## src/rtl/dmem_arb_pkg.sv

```systemverilog
// Shared types for the data-memory arbiter: FSM state, read-return owner tag
// and the register bundle that holds all arbiter state in one inspectable struct.
package dmem_arb_pkg;

    localparam int C_BURST_W = 4;

    typedef enum logic {
        S_CORE_PRIO = 1'b0,
        S_DBG_PRIO  = 1'b1
    } arb_state_t;

    typedef enum logic {
        OWN_CORE = 1'b0,
        OWN_DBG  = 1'b1
    } arb_owner_t;

    // All arbiter flops, grouped so a checker can bind to one signal.
    typedef struct packed {
        arb_state_t           state;
        logic [C_BURST_W-1:0] burst;
        arb_owner_t           owner;
        logic                 rd_pend;
    } arb_regs_t;

endpackage

```

## src/rtl/dmem_arbiter.sv

```systemverilog
// Arbitrates the data memory between the core load/store port and the debug port,
// with a burst limit on core grants and a one-cycle tagged read return path.
module dmem_arbiter
    import dmem_arb_pkg::*;
#(
    parameter int P_DATA_WIDTH      = 32,
    parameter int P_DMEM_ADDR_WIDTH = 11,
    parameter int P_MAX_BURST       = 4
) (
    input  logic                         i_clk,
    input  logic                         i_rst,
    input  logic                         i_core_req,
    input  logic                         i_core_we,
    input  logic [P_DMEM_ADDR_WIDTH-1:0] i_core_addr,
    input  logic [P_DATA_WIDTH-1:0]      i_core_wdata,
    output logic                         o_core_gnt,
    output logic                         o_core_stall,
    output logic                         o_core_rvalid,
    output logic [P_DATA_WIDTH-1:0]      o_core_rdata,
    input  logic                         i_dbg_req,
    input  logic                         i_dbg_we,
    input  logic [P_DMEM_ADDR_WIDTH-1:0] i_dbg_addr,
    input  logic [P_DATA_WIDTH-1:0]      i_dbg_wdata,
    output logic                         o_dbg_gnt,
    output logic                         o_dbg_rvalid,
    output logic [P_DATA_WIDTH-1:0]      o_dbg_rdata,
    output logic                         o_mem_en,
    output logic                         o_mem_we,
    output logic [P_DMEM_ADDR_WIDTH-1:0] o_mem_addr,
    output logic [P_DATA_WIDTH-1:0]      o_mem_wdata,
    input  logic [P_DATA_WIDTH-1:0]      i_mem_rdata
);

    localparam logic [C_BURST_W-1:0] C_MAX_BURST = C_BURST_W'(P_MAX_BURST);
    localparam logic [C_BURST_W-1:0] C_ONE       = C_BURST_W'(1);

    arb_regs_t arb_q;
    arb_regs_t arb_d;
    logic      core_gnt;
    logic      dbg_gnt;
    logic      core_rvalid;
    logic      dbg_rvalid;

    // Handshake: a port's command is accepted in exactly the cycle its gnt is high
    // (req & gnt); a request without gnt must be held stable into the next cycle.
    always_comb begin
        core_gnt = 1'b0;
        dbg_gnt  = 1'b0;
        if (!i_rst) begin
            if (arb_q.state == S_CORE_PRIO) begin
                core_gnt = i_core_req;
                dbg_gnt  = i_dbg_req & ~i_core_req;
            end else begin
                dbg_gnt  = i_dbg_req;
                core_gnt = i_core_req & ~i_dbg_req;
            end
        end
    end

    always_comb begin
        arb_d = arb_q;

        if (!i_dbg_req || dbg_gnt) begin
            arb_d.burst = '0;
        end else if (core_gnt && arb_q.burst != C_MAX_BURST) begin
            arb_d.burst = arb_q.burst + C_ONE;
        end

        if (arb_q.state == S_CORE_PRIO) begin
            if (core_gnt && i_dbg_req && arb_d.burst == C_MAX_BURST) begin
                arb_d.state = S_DBG_PRIO;
            end
        end else if (dbg_gnt || !i_dbg_req) begin
            arb_d.state = S_CORE_PRIO;
        end

        // The tag only moves on a granted read; writes leave it alone.
        arb_d.rd_pend = (core_gnt & ~i_core_we) | (dbg_gnt & ~i_dbg_we);
        if (dbg_gnt && !i_dbg_we) begin
            arb_d.owner = OWN_DBG;
        end else if (core_gnt && !i_core_we) begin
            arb_d.owner = OWN_CORE;
        end
    end

    always_ff @(posedge i_clk) begin
        if (i_rst) begin
            arb_q.state   <= S_CORE_PRIO;
            arb_q.burst   <= '0;
            arb_q.owner   <= OWN_CORE;
            arb_q.rd_pend <= 1'b0;
        end else begin
            arb_q <= arb_d;
        end
    end

    always_comb begin
        o_mem_we    = 1'b0;
        o_mem_addr  = '0;
        o_mem_wdata = '0;
        if (core_gnt) begin
            o_mem_we    = i_core_we;
            o_mem_addr  = i_core_addr;
            o_mem_wdata = i_core_wdata;
        end else if (dbg_gnt) begin
            o_mem_we    = i_dbg_we;
            o_mem_addr  = i_dbg_addr;
            o_mem_wdata = i_dbg_wdata;
        end
    end

    // A return still pending when reset arrives is dropped, not delivered.
    assign core_rvalid = arb_q.rd_pend & (arb_q.owner == OWN_CORE) & ~i_rst;
    assign dbg_rvalid  = arb_q.rd_pend & (arb_q.owner == OWN_DBG) & ~i_rst;

    assign o_mem_en      = core_gnt | dbg_gnt;
    assign o_core_gnt    = core_gnt;
    assign o_dbg_gnt     = dbg_gnt;
    assign o_core_stall  = i_core_req & ~core_gnt & ~i_rst;
    assign o_core_rvalid = core_rvalid;
    assign o_dbg_rvalid  = dbg_rvalid;
    assign o_core_rdata  = core_rvalid ? i_mem_rdata : '0;
    assign o_dbg_rdata   = dbg_rvalid ? i_mem_rdata : '0;

endmodule

```

## config.mk

```make
export PLATFORM = sky130hd
export DESIGN_NAME = dmem_arbiter
export DESIGN_NICKNAME = d
export VERILOG_FILES = /design/src/rtl/dmem_arb_pkg.sv /design/src/rtl/dmem_arbiter.sv
export SDC_FILE = /design/constraint.sdc
export NUM_CORES = 1
export LEC_CHECK = 0
export ABC_AREA = 1
export BUFFER_PORTS_ARGS = -buffer_cell sky130_fd_sc_hd__buf_4
export CAP_MARGIN = 25
export CORE_AREA = 2 2 92 94
export CTS_CLUSTER_SIZE = 8
export DETAILED_ROUTE_END_ITERATION = 8
export DIE_AREA = 0 0 94 96
export RECOVER_POWER = 50
export REMOVE_ABC_BUFFERS = 1
export SLEW_MARGIN = 0
export SYNTH_ARGS = -nofsm -noshare
export SYNTH_HDL_FRONTEND = slang
export SYNTH_SLANG_ARGS = --single-unit
```

## constraint.sdc

```tcl
create_clock -name i_clk -period 3.5 [get_ports i_clk]
set_clock_uncertainty 0.05 [all_clocks]
set_input_delay 0.175 -clock i_clk [delete_from_list [all_inputs] [get_ports i_clk]]
set_output_delay 0.175 -clock i_clk [all_outputs]
set_load 0.01 [all_outputs]
```

# Word level (Yosys, flattened, before mapping)
# Index checks and enable logic that the tools add are counted.
[totals]
regBits = 7
inputBits = 124
out_inout_bits = 114
word_cells = 55
[classes]
add_sub_neg = 1
n_eq_ne = 2
mux = 19
n_bitwise = 19
reduce_logical = 10
[op_table]
columns = ["op", "count"]
rows = [
  ["32-bit 2-to-1 mux", 4],
  ["11-bit 2-to-1 mux", 2],
  ["1-bit 2-to-1 mux", 11],
  ["1-bit bitwise AND", 10],
  ["4-bit 2-to-1 mux", 2],
  ["1-bit NOT", 7],
  ["1-bit logical AND", 5],
  ["4-bit by 1-bit adder with 4-bit output (second input constant)", 1],
  ["4-bit by 3-bit == test with 1-bit output (second input constant)", 1],
  ["4-bit by 3-bit != test with 1-bit output (second input constant)", 1],
  ["1-bit logical NOT", 3],
  ["1-bit bitwise OR", 2],
  ["2-bit nonzero test", 1],
  ["1-bit logical OR", 1],
]

# Depth between registers and ports, before layout
# Gate-level depths: netlist of run 1.
[depth]
ltp_word = 11
depth_mapped = 9

# Worst setup path after synthesis of run 1
# Ideal clock, no wire load.
[synth_timing]
kind = "register to output"
start = "register arb_q[1] (netlist bit)"
end = "output port o_dbg_rdata[10]"
arrival_ns = 1.194
slack_ns = 2.081
path_stages_with_launch = 6
path_buffers = 1
cell_sequence = "dfxtp_1 -> inv_1 -> nor3_1 -> inv_2 -> buf_6 -> nor2_1"
[synth_between]
elab_chain_len = 3
[synth_rtl]
columns = ["item", "line", "rtl"]
rows = [
  ["start, declared", "dmem_arbiter.sv:37", "arb_regs_t arb_q;"],
  ["start signal, assigned", "dmem_arbiter.sv:93", "arb_q <= arb_d;"],
  ["1-bit bitwise AND (2 in series)", "dmem_arbiter.sv:114", "assign dbg_rvalid = arb_q.rd_pend & (arb_q.owner == OWN_DBG) & ~i_rst;"],
  ["named net o_dbg_rvalid", "dmem_arbiter.sv:25", "output logic o_dbg_rvalid,"],
  ["32-bit 2-to-1 mux", "dmem_arbiter.sv:123", "assign o_dbg_rdata = dbg_rvalid ? i_mem_rdata : '0;"],
  ["end, declared", "dmem_arbiter.sv:26", "output logic [P_DATA_WIDTH-1:0] o_dbg_rdata,"],
]
# The timed path passes the listed nets, and every way through them passes these cells.

# Final worst setup path of run 1
[layout_timing]
start = "register arb_q[1] (netlist bit)"
end = "output port o_dbg_rdata[7]"
[layout_between]
elab_chain_len = 3
[layout_rtl]
columns = ["item", "line"]
rows = [
  ["1-bit bitwise AND (2 in series)", "dmem_arbiter.sv:114"],
  ["32-bit 2-to-1 mux", "dmem_arbiter.sv:123"],
]
# No other way between the ends.

==> results of run 1 <==
-- cell type report --
cell class / count / area share (%)
timing repair buffer: 238 / 54.08
inverter: 47 / 5.967
clock buffer: 4 / 1.523
sequential: 7 / 4.740
tap: 105 / 4.443
multi-input combinational: 156 / 29.24
-- placed cells by master (no fill, tap or decap) --
cell type / instances
buf_4: 188
ha_1: 2
o21ai_0: 3
nor2_8: 1
clkbuf_1: 51
a22o_1: 43
a21oi_1: 2
nor3_1: 2
inv_2: 1
nand3_1: 5
nor2_1: 74
inv_1: 46
xnor2_1: 1
nor2_2: 1
nand2_2: 1
clkbuf_8: 3
dfxtp_1: 7
nand4_1: 2
nand2_1: 19
-- worst register-to-register path, stage by stage, from the launching register on --
cell and delay [ns]:
dfxtp_1 0.30, nand2_1 0.13, inv_1 0.12, nor2_8 0.49, nand3_1 0.14, nand2_1 0.12
nand4_1 0.08, nor2_1 0.08
-- Yosys cell counts, types with 2 or more instances --
cell type / n
a21oi_1: 2
nor3_1: 2
nand4_1: 2
nand3_1: 5
nand2_2: 2
inv_1: 45
ha_1: 2
nor2_2: 2
a22o_1: 43
nor2_1: 73
buf_6: 11
o21ai_0: 3
buf_4: 3
dfxtp_1: 7
inv_2: 2
nand2_1: 18
-- cells by family after synthesis --
| kind of cell | after synthesis |
|---|---|
| xor+xnor | 1 |
| fa+ha+maj | 2 |
| flops | 7 |
| buf+inv | 62 |
| simple gates | 105 |
| compound gates | 48 |
-- power by group through the flow --
stage          Combinational (mW)  Sequential, mW  Clock [mW]
6_report                    0.273          0.0829       0.111
5_1_grt                     0.297          0.0831       0.120
4_1_cts                     0.285          0.0828       0.115
3_5_place_dp                0.284          0.0841           0
3_3_place_gp                0.283          0.0840           0
2_1_floorplan              0.0941          0.0839           0
-- how the worst max path moves through the flow --
stage,from,endpoint,slack (ns),cells after the start
after floorplan,arb_q[6]$_SDFF_PP0_,o_mem_addr[0],1.64,3
after global placement,i_rst,o_core_rdata[8],1.84,5
after detailed placement,arb_q[1]$_SDFFE_PP0P_,o_core_rdata[8],1.77,4
after CTS,arb_q[1]$_SDFFE_PP0P_,o_core_rdata[8],1.53,4
after global routing,arb_q[1]$_SDFFE_PP0P_,o_dbg_rdata[5],1.25,5
final,arb_q[1]$_SDFFE_PP0P_,o_dbg_rdata[7],1.49,5
-- per-layer routing --
layer,up-vias,GRT usage (%)
met5,-,0
met2,113,26.85
met3,8,8.379
met1,999,16.69
li1,1173,-
met4,0,2.536
==> impl_results.md, run 1 <==
* Final Cycle Share at between 50% and 60%
* Placement Cell Area at 3104 um2
* Crit-path cells: inv_1, nor3_1, inv_1, nor2_1, clkbuf_1
* Hold_buf cts at 0
* Layout cells sized above 1 at a little over two fifths
* Power Density at between 150 and 200 nW/um2
* M1 WL at ~2.9 mm
* Vias at 2,293
* Synthesized instance count at between 200 and 250
* Worst R2R Setup Slack at 1.93 ns
* DR WL/cell at ~14 um
* Initial Utilization at 16.61%
* Drt pass-1 iters at 4
* Logic pwr share at 58.5%
* Switching pwr at 0.1485 mW
* FF/Latch Area at 140.1 um2
* Mapped cell area at between 1000 and 1500 um2
* Max_cap viols at 0
* Post-CTS Resized at 0
* Headroom to the max-slew limit at 35.74%
* Slowest cell delay on critical path at 0.46 ns
* Number of enable flip-flop cells after synthesis at 0
* Post-synth cell types at 19
* CP endpoint kind: primary output
* Status: finished, final reports clean
* Max-slew violations at 0
* First-pass GRT wire length at 10.77 mm
* Sw Ratio at 31.79%
* Post-synthesis adder-cell area fraction at 1.871%
* Yosys warns at 0
* Inst Count DP at 553
* DP Wirelength at approximately 6.6 mm
* Port Buffer Count at 237
* Least-Margin Pin Slew at 0.9628 ns
* Most used cell, CP: inv_1
* Post-layout minimum cycle time at 2.008 ns
* Post-synth top area share at 28.16%
* Post-CTS setup repair buffer count at 0
* CP arrival at 1.78 ns
* Largest net degree at the start of global routing at 47
* Final setup fails at 0
* WP data required at around 3.3 ns
* Met2 wire length at 3.793 mm
* Biggest fanout along the worst timing path at 32
* Clock sinks at 7
* Mux share of post-synthesis cell area at 0%
* Seq/Total Area, Yosys at 10.48%
* Clk_lat worst skew at 0.22 ns
* CP Launch Type: flip-flop
* Pwr Total at 0.4672 mW
* H-tree levels at 1
* Die width at 94 um
* Number of global-route vias before repair at slightly above 2,000
* Hold Path Sink: arb_q[0]$_SDFF_PP0_
* Hold depth at 2
* Fill cells at between 900 and 1,000
* FF-to-FF path depth at 7
* Final cell count without fillers at 557
* Area Overhead vs Synth at 121.0%
* DRC Markers at 0
* Root Buffer: clkbuf_8
* Sequential group share of total power at 17.7%
* Hold Crit Class: input port to flip-flop
* I/O Pins at 238
* Kind of critical path: flip-flop to primary output
* Gpl congestion at slightly above 0.8
* Pleak at 1.688 nW
* Int Pwr at between 0.3 and 0.4 mW
* Diodes inserted at 0
* Reg clk slew, reported paths at 0.04 ns
* Synth Area in Simple Gates at approximately 32%
* Die height at approximately 96 um
* Starting DRT DRC Count at 45
* DR vias/cell at 4.117
* Area contributors post-synth: a22o_1, nor2_1, inv_1
* CTS tree: built
* Hold Violations, Final at 0
* RSZ-0062 raised after global routing: false
* Worst R2R End: arb_q[6]$_SDFF_PP0_
* #FFs+latches synth at 7
* Minimum hold slack at 0.1152 ns
* Biggest registers after layout: arb_q: 7 flops
* Top layer reached by signal wires: met4
* Met3 wire length at around 1.1 mm
* Final TNS setup at 0 ns
* Crit-path leading delay family: buffers and inverters
* Largest family of logic cells by synthesized area: simple AND/OR/NAND/NOR gates
* Final Worst Setup Slack at 1.492 ns
* Core Area at 8051 um2
* Area leader, netlist: a22o_1
* GRT Residual Overflow at 0
* Post-synth ARST share at 0%
* Hold_sp: i_core_we
* Total Wirelength at a little under 8 mm
* Multi-input logic area at 864.6 um2
* Compound-Gate Fraction of Synth Area at 30.03%
* Total GRT Usage at 15.36%
* VDD IR-drop max at 0.0002603 V
* Pre-CTS worst setup slack at 1.775 ns
* Max reg flops at 7
* Num CTS Buffers at 3
* Die area at 9024 um2
* Row count at 33
* Finished Core Util at 36.72%
* Mean post-synth cell area at 5.945 um2
* Primary FF master, synth: dfxtp_1
* Final #Nets at 579
* Reg-to-reg critical path startpoint: arb_q[6]$_SDFF_PP0_
* CP Buf/Inv Count at 3
* Xor/xnor share of the synthesized area at 0.6548%
* Clk buf depth at 2
* Fmax at 0.4981 GHz
* Final Instance Area at 2957 um2
* Final ANT Viol Nets at 0
* Initial antenna violation count at 0
* Biggest register: arb_q
* CP max stage cell: inv_1
* Clock share of power at about a quarter
(Power assumes the default switching activity.)
==> inputs of run 2 (changes only) <==
- CORE_AREA: 2 2 92 94 -> 2 2 93 95
- DIE_AREA: 0 0 94 96 -> 0 0 95 97
- clock period: 3.5 -> 1.65 ns (I/O delays scaled with it)
==> impl_results.md, run 2 (same netlist as run 1, synthesis figures left out) <==
* Status: finished, final reports clean
* Fill cells at 849 (-6.4%)
* Post-layout minimum cycle time at 1.589 ns
* DP Wirelength at 7.016 mm (+5.6%)
* Final setup fails at 0 (unchanged)
* Most frequent cells in the layout: buf_4, nor2_1, inv_1
* Worst R2R End: arb_q[6]$_SDFF_PP0_
* Power Density at 325.3 nW/um2 (+110%)
* Max reg flops at 7 (unchanged)
* Final #Nets at 583 (+0.69%)
* DRC Markers at 0 (unchanged)
* DR WL/cell at 15.04 um (+6.1%)
* Pleak at 1.927 nW (+14%)
* Clock sinks at 7 (unchanged)
* Root Buffer: clkbuf_8
* Clk_lat worst skew at 0.23 ns (about the same)
* Worst Setup SP: arb_q[6]$_SDFF_PP0_
* Number of global-route vias before repair at 2,250 (+11%)
* Max-slew violations at 0 (unchanged)
* VDD IR-drop max at 0.0002873 V (+10%)
* Biggest fanout along the worst timing path at 22 (-31%)
* Minimum hold slack at 0.02729 ns (-0.08794 ns)
* Kind of critical path: flip-flop to primary output
* Area Overhead vs Synth at 141.2%
* Hold Crit Class: input port to flip-flop
* CP Buf/Inv Count at 3 (unchanged)
* Crit-path cells: nand2_1, inv_2, nor2_8, buf_12, a22o_1, buf_4
* Clk buf depth at 2 (unchanged)
* Reg-to-reg critical path startpoint: arb_q[2]$_SDFF_PP0_
* WP data required at 1.52 ns (-1.75 ns)
* Multi-input logic area at 874.6 um2 (+1.2%)
* CP endpoint kind: primary output
* RSZ-0062 raised after global routing: true
* FF-to-FF path depth at 8 (+1)
* I/O Pins at 238 (unchanged)
* Layout cells sized above 1 at 55.26% (+12 points)
* Most common cell after layout, fill and taps aside: buf_4
* Num CTS Buffers at 3 (unchanged)
* Total GRT Usage at 16.47% (+1.1 points)
* Final cell count without fillers at 561 (+0.72%)
* DR vias/cell at 4.207 (+2.2%)
* Drt pass-1 iters at 4 (unchanged)
* Row count at 33 (unchanged)
* CP Launch Type: flip-flop
* GRT Residual Overflow at 0 (unchanged)
* Die width at 95 um (+1.1%)
* Post-CTS setup repair buffer count at 0 (unchanged)
* Max_cap viols at 0 (unchanged)
* FF/Latch Area at 140.1 um2 (unchanged)
* Initial Utilization at 16.44% (-0.17 points)
* CP max stage cell: dfxtp_1
* Finished Core Util at 39.66% (+2.9 points)
* Headroom to the max-slew limit at 77.75% (+42 points)
* Die area at 9215 um2 (+2.1%)
* CP endpoint: o_mem_wdata[31]
* Inst Count DP at 556 (+0.54%)
* Gpl congestion at 0.8807 (+7.9%)
* H-tree levels at 1 (unchanged)
* Slowest cell delay on critical path at 0.34 ns (-0.12 ns)
* Initial antenna violation count at 0 (unchanged)
* Port Buffer Count at 237 (unchanged)
* Diodes inserted at 0 (unchanged)
* WP depth at 6 (+1)
* Biggest registers after layout: arb_q: 7 flops
* Total Wirelength at 8.435 mm (+6.9%)
* First-pass GRT wire length at 11.79 mm (+9.5%)
* Worst R2R Setup Slack at 0.21 ns (-1.72 ns)
* Pwr Total at 1.049 mW (+120%)
* Starting DRT DRC Count at 87 (+93%)
* Final Cycle Share at 96.32%
* Hold Violations, Final at 0 (unchanged)
* Reg clk slew, reported paths at 0.04 ns (about the same)
* CTS tree: built
* Vias at 2,360 (+2.9%)
* Biggest register: arb_q
* CP arrival at 1.46 ns (-0.32 ns)
* Die height at 97 um (+1.0%)
* Fmax at 0.6292 GHz
* Largest net degree at the start of global routing at 45 (-4.3%)
* Core Area at 8134 um2 (+1.0%)
* Final ANT Viol Nets at 0 (unchanged)
* Crit-path leading delay family: buffers and inverters
* Least-Margin Pin Slew at 0.3338 ns (-0.6290 ns)
==> run 2: how the worst min path moves through the flow <==
stage                    from                     to  slack [ns]  cells past startpoint
global route            i_rst    arb_q[4]$_SDFF_PP0_        0.05                      2
global placement    i_core_we    arb_q[0]$_SDFF_PP0_        0.26                      2
detailed placement  i_core_we    arb_q[0]$_SDFF_PP0_        0.27                      2
floorplan               i_rst  arb_q[1]$_SDFFE_PP0P_        0.10                      1
CTS                 i_core_we    arb_q[0]$_SDFF_PP0_        0.03                      2
finish              i_core_we    arb_q[0]$_SDFF_PP0_        0.03                      2
==> run 2: area by class of cell <==
cell class                 count  share of cell area [%]
multi-input combinational    156                   27.11
clock buffer                   4                   1.396
tap                          105                   4.073
sequential                     7                   4.344
timing repair buffer         242                   57.53
inverter                      47                   5.547
==> run 2: routing by layer <==
layer  routed length, um  part of all wire, %  GRT usage (%)  up-vias
met3                1391                   16          11.45       12
met1                3107                   37          17.64     1043
li1                    -                    -              -     1180
met2                3822                   45          26.73      125
met5                   0                    0              0        -
met4                 112                  1.3          3.010        0
==> run 2: repair_timing <==
action	CTS	global route
resized for setup	0	6
hold buffers	0	0
setup endpoints to repair	0	109
==> run 2: through the flow <==
| step | TNS (ns) | area, um2 | setup WS (ns) |
|---|---|---|---|
| final | 0 | 3226 | 0.06073 |
| after global routing | -0.002979 | 3226 | -0.002979 |
| after CTS | 0 | 3197 | 0.005428 |
| after detailed placement | 0 | 3152 | 0.1906 |
| after global placement | 0 | 3152 | 0.2547 |
| after floorplan | -5.632 | 1186 | -0.1221 |
==> run 2: power by group <==
group	internal (mW)	switching [mW]
Sequential	0.174	0.00230
Combinational	0.372	0.259
Clock	0.167	0.0750
Total	0.713	0.336
==> run 2: worst reg2reg max path: cells and delay by family, from the launching register on <==
family | cells | cell delay (ns)
simple gates | 6 | 0.63
fa+ha+maj | 1 | 0.20
buf+inv | 1 | 0.08
flops | 1 | 0.39
==> inputs of run 3 (changes only) <==
- HOLD_SLACK_MARGIN: not set -> 0.1
==> impl_results.md, run 3 (same netlist as run 1, synthesis figures left out) <==
* Clock share of power at 22.8% (-0.3 points)
* Clock sinks at 7 (unchanged)
* Core Area at 8134 um2 (unchanged)
* Initial antenna violation count at 0 (unchanged)
* M2 GR Usage at 26.95% (+0.22 points)
* Biggest registers after layout: arb_q: 7 flops
* DR vias/cell at 4.254 (+1.1%)
* Reg-to-reg critical path startpoint: arb_q[2]$_SDFF_PP0_
* Biggest register: arb_q
* Die width at 95 um (unchanged)
* Post-layout minimum cycle time at 1.591 ns (+0.001483 ns)
* Met1 usage at 17.78% (+0.14 points)
* Switching pwr at 0.3358 mW (-0.13%)
* Hold_sp: i_dbg_req
* Max-slew violations at 0 (unchanged)
* Hold Path Sink: arb_q[4]$_SDFF_PP0_
* CP arrival at 1.46 ns (about the same)
* Die height at 97 um (unchanged)
* Int Pwr at 0.7176 mW (+0.64%)
* GRT Residual Overflow at 0 (unchanged)
* Final Worst Setup Slack at 0.05924 ns (-0.001483 ns)
* Clk buf depth at 2 (unchanged)
* Inst Count DP at 556 (unchanged)
* Logic pwr share at 60.5% (+0.3 points)
* FF-to-FF path depth at 8 (unchanged)
* Pleak at 1.940 nW (+0.65%)
* Final ANT Viol Nets at 0 (unchanged)
* Port Buffer Count at 237 (unchanged)
* Row count at 33 (unchanged)
* Area Overhead vs Synth at 143.4%
* Pre-CTS worst setup slack at 0.1906 ns (unchanged)
* Vias at 2,399 (+1.7%)
* DR WL/cell at 15.01 um (-0.19%)
* Pwr Total at 1.053 mW (+0.39%)
* Multi-input logic area at 874.6 um2 (unchanged)
* Most common cell after layout, fill and taps aside: buf_4
* Fmax at 0.6286 GHz (about the same)
* Starting DRT DRC Count at 62 (-29%)
* Gpl congestion at 0.8807 (unchanged)
* Status: finished, final reports clean
* Num CTS Buffers at 3 (unchanged)
* RSZ-0062 raised after global routing: true
* Root Buffer: clkbuf_8
* DP Wirelength at 7.016 mm (unchanged)
* Biggest fanout along the worst timing path at 22 (unchanged)
* Reg clk slew, reported paths at 0.04 ns (about the same)
* Sequential group share of total power at 16.7% (about the same)
* FF/Latch Area at 140.1 um2 (unchanged)
* Die area at 9215 um2 (unchanged)
* Largest net degree at the start of global routing at 45 (unchanged)
* H-tree levels at 1 (unchanged)
* Initial Utilization at 16.44% (unchanged)
* Diodes inserted at 0 (unchanged)
* Power Density at 323.6 nW/um2 (-0.54%)
* Total GRT Usage at 16.55% (+0.079 points)
* Worst R2R Setup Slack at 0.21 ns (about the same)
* Final setup fails at 0 (unchanged)
* Final #Nets at 586 (+0.51%)
* Max reg flops at 7 (unchanged)
* Hold Violations, Final at 0 (unchanged)
* Most frequent cells in the layout: buf_4, nor2_1, inv_1
* Final cell count without fillers at 564 (+0.53%)
* Layout cells sized above 1 at 54.90% (-0.36 points)
* Worst R2R End: arb_q[6]$_SDFF_PP0_
* Clk_lat worst skew at 0.23 ns (about the same)
* Final TNS setup at 0 ns (unchanged)
* GR peak layer: met2
* First-pass GRT wire length at 11.85 mm (+0.47%)
* Post-CTS setup repair buffer count at 0 (unchanged)
* WP data required at 1.52 ns (about the same)
* Sw Ratio at 31.88% (-0.17 points)
* Max_cap viols at 0 (unchanged)
* CP Launch Type: flip-flop
* Headroom to the max-slew limit at 77.71% (about the same)
* Number of global-route vias before repair at 2,264 (+0.62%)
* VDD IR-drop max at 0.0002935 V (+2.2%)
* Least-Margin Pin Slew at 0.3343 ns (+0.0005271 ns)
* Kind of critical path: flip-flop to primary output
* CTS tree: built
* Total Wirelength at 8.464 mm (+0.34%)
* Hold Crit Class: input port to flip-flop
* CP endpoint kind: primary output
* Drt pass-1 iters at 4 (unchanged)
* Final Cycle Share at 96.41% (about the same)
* I/O Pins at 238 (unchanged)
* Met3 GRT Util at 11.53% (+0.078 points)
* DRC Markers at 0 (unchanged)
* Fill cells at 847 (-0.24%)
* Hold depth at 5 (+3)
## run 3: changes by cell type in the layout (fill, tap and decap cells not counted), sizes merged
cell         change
dlygate4sd3      +3
## run 3: worst max-delay path, cell delays in order, from the launching register on
cell and delay, ns:
dfxtp_1 0.34, nand2_1 0.14, inv_2 0.13, nor2_8 0.05
buf_12 0.16, a22o_1 0.24, buf_4 0.16
## run 3: how the worst max path moves through the flow
stage | from | to | slack, ns | cells past startpoint
floorplan | arb_q[6]$_SDFF_PP0_ | o_mem_addr[0] | -0.12 | 3
global placement | arb_q[2]$_SDFF_PP0_ | arb_q[6]$_SDFF_PP0_ | 0.25 | 7
detailed placement | arb_q[2]$_SDFF_PP0_ | arb_q[6]$_SDFF_PP0_ | 0.19 | 7
CTS | arb_q[6]$_SDFF_PP0_ | o_mem_wdata[31] | 0.005 | 6
global route | arb_q[1]$_SDFFE_PP0P_ | o_dbg_rdata[23] | -0.003 | 5
finish | arb_q[6]$_SDFF_PP0_ | o_mem_wdata[31] | 0.06 | 6
## run 3: what timing repair did
action	4_1_cts	5_1_grt
endpoints found under the hold margin	4	0
setup endpoints to repair	0	108
gates resized for setup	0	6
hold buffers	3	0
## run 3: layer usage
layer	vias up	wire (um)
li1	1186	-
met1	1068	3056
met3	14	1453
met2	131	3855
met4	0	97
met5	-	0
## run 3: power by group through the flow
| stage | combinational (mW) | clock, mW | sequential, mW |
|---|---|---|---|
| after global placement | 0.618 | 0 | 0.178 |
| final | 0.637 | 0.241 | 0.176 |
| after floorplan | 0.200 | 0 | 0.178 |
| after detailed placement | 0.622 | 0 | 0.178 |
| after CTS | 0.632 | 0.248 | 0.176 |
| after global routing | 0.689 | 0.254 | 0.176 |
## run 3: cell type report
cell class	count	share of cell area, %
repair buffers	245	57.92
multi-input cells	156	26.86
inverters	47	5.496
flip-flops and latches	7	4.304
well taps	105	4.035
clock buffers	4	1.384
## run 3: through the flow
stage               util [%]  hold WS (ns)  instance area (um2)
floorplan                  -        0.1016                 1186
global placement       38.75        0.2557                 3152
finish                 40.02        0.1803                 3256
CTS                    39.67        0.1759                 3227
global route           40.02        0.1994                 3256
detailed placement     38.75        0.2654                 3152
